===== src/rtl/sc_road_scroll_sequencer.sv =====
// Road scroll sequencer: on each level-dependent move tick, shifts the 8-row obstacle bank down one row
// and loads a new LFSR-generated row at the top; counts completed scrolls as saturating points.
module sc_road_scroll_sequencer #(
  parameter int unsigned TICK_L1   = 25000000,
  parameter int unsigned TICK_L2   = 15000000,
  parameter int unsigned TICK_L3   = 8000000,
  parameter logic [7:0]  LFSR_SEED = 8'hA5
) (
  input  logic       SC_STATEMACHINE_GENERAL_CLOCK_50,
  input  logic       SC_STATEMACHINE_GENERAL_RESET_InHigh,
  input  logic       run_InLow,
  input  logic       hold_InLow,
  input  logic       clear_InLow,
  input  logic [1:0] level_InBUS,
  output logic       tick_Out,
  output logic [7:0] regLoad_OutBUS,
  output logic       muxSel_Out,
  output logic [7:0] rowData_OutBUS,
  output logic       busy_Out,
  output logic       done_Out,
  output logic [7:0] points_OutBUS
);

  typedef enum logic [2:0] {
    S_IDLE, S_WAIT_TICK, S_GEN, S_SHIFT, S_LOAD_TOP, S_DONE
  } state_t;

  state_t      state_q, state_d;
  logic [31:0] cnt_q, cnt_d;
  logic [2:0]  idx_q, idx_d;
  logic [7:0]  lfsr_q, lfsr_d;
  logic [7:0]  row_q, row_d;
  logic [7:0]  points_q, points_d;

  logic [31:0] period;
  logic [7:0]  lfsr_nxt;
  logic [7:0]  dens;
  logic [7:0]  gapped;
  logic [2:0]  gap_lo;
  logic [2:0]  gap_hi;
  logic        tick_fire;

  always_comb begin
    case (level_InBUS)
      2'd2:    period = 32'(TICK_L2);
      2'd3:    period = 32'(TICK_L3);
      default: period = 32'(TICK_L1);
    endcase
  end

  // Galois right-shift; level 1 thins the pattern by ANDing with its nibble swap
  always_comb begin
    lfsr_nxt = {1'b0, lfsr_q[7:1]} ^ (lfsr_q[0] ? 8'hB8 : 8'h00);
    if (level_InBUS == 2'd2 || level_InBUS == 2'd3) begin
      dens = lfsr_nxt;
    end else begin
      dens = lfsr_nxt & {lfsr_nxt[3:0], lfsr_nxt[7:4]};
    end
    gap_lo = lfsr_nxt[2:0];
    gap_hi = gap_lo + 3'd1;
    gapped = dens & ~((8'd1 << gap_lo) | (8'd1 << gap_hi));
  end

  assign tick_fire = (state_q == S_WAIT_TICK) && !run_InLow && hold_InLow && clear_InLow &&
                     (cnt_q == period - 32'd1);

  always_comb begin
    state_d  = state_q;
    cnt_d    = cnt_q;
    idx_d    = idx_q;
    lfsr_d   = lfsr_q;
    row_d    = row_q;
    points_d = points_q;

    if (!clear_InLow) begin
      state_d  = S_IDLE;
      cnt_d    = 32'd0;
      lfsr_d   = LFSR_SEED;
      row_d    = 8'd0;
      points_d = 8'd0;
    end else begin
      case (state_q)
        S_IDLE: begin
          cnt_d = 32'd0;
          if (!run_InLow) state_d = S_WAIT_TICK;
        end
        S_WAIT_TICK: begin
          if (run_InLow) begin
            state_d = S_IDLE;
            cnt_d   = 32'd0;
          end else if (hold_InLow) begin
            if (tick_fire) begin
              cnt_d   = 32'd0;
              state_d = S_GEN;
            end else begin
              cnt_d = cnt_q + 32'd1;
            end
          end
        end
        S_GEN: begin
          lfsr_d  = lfsr_nxt;
          row_d   = gapped;
          idx_d   = 3'd7;
          state_d = S_SHIFT;
        end
        S_SHIFT: begin
          if (idx_q == 3'd1) state_d = S_LOAD_TOP;
          else idx_d = idx_q - 3'd1;
        end
        S_LOAD_TOP: begin
          // points become visible in the same cycle as done_Out
          if (points_q != 8'hFF) points_d = points_q + 8'd1;
          state_d = S_DONE;
        end
        S_DONE: begin
          state_d = run_InLow ? S_IDLE : S_WAIT_TICK;
        end
        default: state_d = S_IDLE;
      endcase
    end
  end

  always_ff @(posedge SC_STATEMACHINE_GENERAL_CLOCK_50 or posedge SC_STATEMACHINE_GENERAL_RESET_InHigh) begin
    if (SC_STATEMACHINE_GENERAL_RESET_InHigh) begin
      state_q  <= S_IDLE;
      cnt_q    <= 32'd0;
      idx_q    <= 3'd0;
      lfsr_q   <= LFSR_SEED;
      row_q    <= 8'd0;
      points_q <= 8'd0;
    end else begin
      state_q  <= state_d;
      cnt_q    <= cnt_d;
      idx_q    <= idx_d;
      lfsr_q   <= lfsr_d;
      row_q    <= row_d;
      points_q <= points_d;
    end
  end

  always_comb begin
    regLoad_OutBUS = 8'hFF;
    if (state_q == S_SHIFT)    regLoad_OutBUS = ~(8'd1 << idx_q);
    if (state_q == S_LOAD_TOP) regLoad_OutBUS = 8'hFE;
  end

  assign tick_Out       = tick_fire;
  assign muxSel_Out     = (state_q == S_LOAD_TOP);
  assign busy_Out       = (state_q == S_GEN) || (state_q == S_SHIFT) ||
                          (state_q == S_LOAD_TOP) || (state_q == S_DONE);
  assign done_Out       = (state_q == S_DONE);
  assign rowData_OutBUS = row_q;
  assign points_OutBUS  = points_q;

endmodule


===== config.mk =====
export PLATFORM = sky130hd
export DESIGN_NAME = sc_road_scroll_sequencer
export DESIGN_NICKNAME = d
export VERILOG_FILES = /design/src/rtl/sc_road_scroll_sequencer.sv
export SDC_FILE = /design/constraint.sdc
export NUM_CORES = 1
export LEC_CHECK = 0
export ABC_AREA = 1
export CELL_PAD_IN_SITES_DETAIL_PLACEMENT = 0
export CELL_PAD_IN_SITES_GLOBAL_PLACEMENT = 2
export CORE_MARGIN = 2
export CORE_UTILIZATION = 33
export DETAILED_ROUTE_END_ITERATION = 16
export PLACE_DENSITY_LB_ADDON = 0.1
export RECOVER_POWER = 25
export SYNTH_ARGS = -nofsm -noshare
export SYNTH_HDL_FRONTEND = slang
export SYNTH_SLANG_ARGS = --single-unit

===== constraint.sdc =====
create_clock -name SC_STATEMACHINE_GENERAL_CLOCK_50 -period 2.5 [get_ports SC_STATEMACHINE_GENERAL_CLOCK_50]
set_clock_uncertainty 0.1 [all_clocks]
set_input_delay 0.5 -clock SC_STATEMACHINE_GENERAL_CLOCK_50 [delete_from_list [all_inputs] [get_ports SC_STATEMACHINE_GENERAL_CLOCK_50]]
set_output_delay 0.5 -clock SC_STATEMACHINE_GENERAL_CLOCK_50 [all_outputs]
set_load 0.02 [all_outputs]

==> qor.yml <==
result_of_the_run: "finished clean"
post-route-util_pct: 43.4
final_min_period_over_clock_period_pct: 98.2
antenna_found_initial: 0
final.fill_count: 1208
synth.net_count: 565
cts.sinks: 62
boundaryPins: 35
ir_drop_mv: 0.461
yosys.cell_types.count: 35
worst_hold_startpoint: "rowData_OutBUS[5]$_DFFE_PP0P_"
timing_limited_maximum_frequency_mhz: 407
r2r-start: "cnt_q[1]$_DFFE_PP0P_"
crit_required_ns: 1.90
critPathArrivalTime_ns: 1.85
ys_warn_count: 0
clk_root_buffer_cell: "clkbuf_16"
grt_overflow_total: 0
critPathSlowestCell: "clkdlybuf4s50_1"
num_antenna_cells: 0
routed_vias_inst: 4.80
die_width_microns: 112
critical_path.cell_chain: "clkdlybuf4s50_1 -> nand3_2 -> nor2_4 -> nand2_1 -> nor2_2 -> nand3_4 -> inv_1 -> clkdlybuf4s15_2"
postLayoutSetupSlackWorst_ns: 0.0456
fp.dieH_microns: 112
grt_pass1_wl_mm: 18.3
hp-class: "reg -> reg"
synth.cells.most_frequent: "147 x nand2_1, 88 x nor2_1, 68 x inv_1"
finish.net_count: 635
power.internal_mw: 2.34
unrepaired_setup_endpoints_after_global_routing: "yes"
maxSlewHeadroom_pct: 40.7
design_area_sq_mm: 0.00496
crit_path_end_kind: "primary output"
drc: 0
routed_wirelength_mm: 10.9
synth_largest_area_cell: "dfrtp_1"
yosys-top-cells-area: "dfrtp_1 38%, nand2_1 14%, nor2_1 8.5%"
synth.top_cell.area_share_pct: 37.5
power.share.clock_pct: 39.8
crit_path_max_fanout: 2
cts_clk_pin_slew_worst_paths_ns: 0.05
tritoncts: "done"
dpl-instance-area_sq_mm: 0.00463
clockBufferDepth: 2
cell_count_after_synthesis: 548
fraction_of_layout_cells_with_a_size_suffix_above_1_pct: 12.5
yosys_most_used_dff: "dfrtp_1"
ant_nets: 0
start_util_pct: 33.9
cts.htree.levels: 3
leakage_nw: 2.23
portBuffers: 34
ys_async_sr_fraction_pct: 100
synth.most_common_cell: "nand2_1"
timing.rr.end: "cnt_q[29]$_DFFE_PP0P_"
seq_area_frac_synth_pct: 40.2
synth_seq_cells: 62
power_frac_seq_pct: 34.3
timing.hold.worst_endpoint: "rowData_OutBUS[5]$_DFFE_PP0P_"
grt_util_all_layers_pct: 18.4
avg_cell_area_syn_sq_um: 7.06
synthesis.area_sq_mm: 0.00387
power-per-cell-area_mw_per_mm2: 697
p_comb_share_pct: 25.9
min_period_ns: 2.45
multi_input_gate_area_sq_mm: 0.00200
clock_insertion_delay_worst_skew_ns: 0.34
row_count: 39
pin_count_of_the_biggest_net_entering_global_routing: 31
pre_cts_slack_ns: -0.587
worst-setup-path-type: "in -> out"
synthToLayoutAreaGrowth_pct: 28.1
gp_routability_congestion: 0.816
worst_slew_pin_slew_ns: 0.888
cts_buffers: 9
die_area_sq_mm: 0.0126
reg2reg_setup_slack_ns: 0.35
net-switching-power_mw: 1.11
synth_enable_flop_cells: 0
number_of_global_route_vias_before_repair: 3629
length_of_the_first_detailed_routing_pass_in_iterations: 4
wl_per_cell_microns: 14.3
hpwl_mm: 8.05
cap_viol_max_count: 0
setup_viol: 0
post-layout-total-power_mw: 3.45
sequential_cell_area_sq_mm: 0.00156
vias: 3677
report.final.hold_viol_count: 0
coreArea_sq_mm: 0.0114
slew_viol_final: 0
crit_path_start_kind: "primary input"
min_delay_path_depth: 2
crit_path_max_incr_delay_ns: 0.52
netSwitchingFraction_pct: 32.1
rr_worst_depth: 9
drt_iter0_markers: 234
[what timing repair did]
action                     4_1_cts  5_1_grt
pin swaps                        1        0
setup endpoints to repair        9        7
hold buffers                     0        0
setup buffers                    0        0
hold endpoints to repair         0        0
resized for setup               17        8
[logic make-up after synthesis]
group           share of synthesized area (%)
simple gates                             34.3
buf+inv                                  8.67
xor+xnor                                 3.62
flops                                    40.2
fa+ha+maj                                3.23
compound gates                           9.96
[per-stage QoR]
step | TNS [ns] | hold slack [ns] | cells
floorplan | 0 | 0.373 | 548
global placement | -3.27 | 0.364 | 750
detailed placement | -4.49 | 0.369 | 750
CTS | 0 | 0.388 | 766
global route | -0.0457 | 0.418 | 766
finish | 0 | 0.376 | 766
[power groups by stage]
stage / combinational (mW) / sequential [mW] / clock (mW)
floorplan: 0.516 / 1.22 / 0
global placement: 0.894 / 1.20 / 0
detailed placement: 0.892 / 1.20 / 0
CTS: 0.895 / 1.18 / 1.41
global route: 1.00 / 1.20 / 1.46
finish: 0.895 / 1.18 / 1.37
[critical path, delay by kind of cell]
| family | cells | cell delay [ns] |
|---|---|---|
| buffers and inverters | 3 | 0.83 |
| AND/OR/NAND/NOR | 5 | 0.52 |
[metal layers]
layer  wire (microns)  vias to the layer above  track usage (%)
met5                0                        -                0
met4              121                        0             5.93
met3              314                       12             3.83
met2             4920                       49             28.8
met1             5580                     1717             25.4
li1                 -                     1899                -
[cell usage in the layout, fill, tap and decap left out, types with 8 or more instances in the layout]
cell type and count:
buf_4 31, clkdlybuf4s50_1 21, nor2_1 82, xnor2_1 8, xor2_1 8, dfrtp_1 58
ha_1 10, nor2_2 11, clkbuf_16 9, inv_1 68, nand3_1 43, o21ai_0 32
nand2_1 146, nor3_1 12, dlygate4sd2_1 9, a21oi_1 16, nand4_1 8
[flip-flops by register name (all words and copies together), names as in the netlist]
register        cells
cnt_q              32
lfsr_q              8
points_OutBUS       8
rowData_OutBUS      8
idx_q               3
state_q             3
[worst max-delay path by stage]
stage | cells after the start | end | slack (ns) | startpoint
after floorplan | 1 | cnt_q[0]$_DFFE_PP0P_ | 0.37 | SC_STATEMACHINE_GENERAL_RESET_InHigh
after global placement | 10 | tick_Out | -0.56 | level_InBUS[1]
after detailed placement | 10 | tick_Out | -0.59 | level_InBUS[1]
after CTS | 8 | tick_Out | 0.007 | clear_InLow
after global routing | 10 | tick_Out | -0.05 | hold_InLow
final | 8 | tick_Out | 0.05 | clear_InLow
[area by class of cell]
class	count	area share, %
multi-input cells	406	40.4
clock inverters	6	1.72
clock buffers	10	4.82
repair buffers	69	12.7
flip-flops and latches	62	31.4
well taps	143	3.61
inverters	70	5.30
Power figures use the tool's default switching activity.
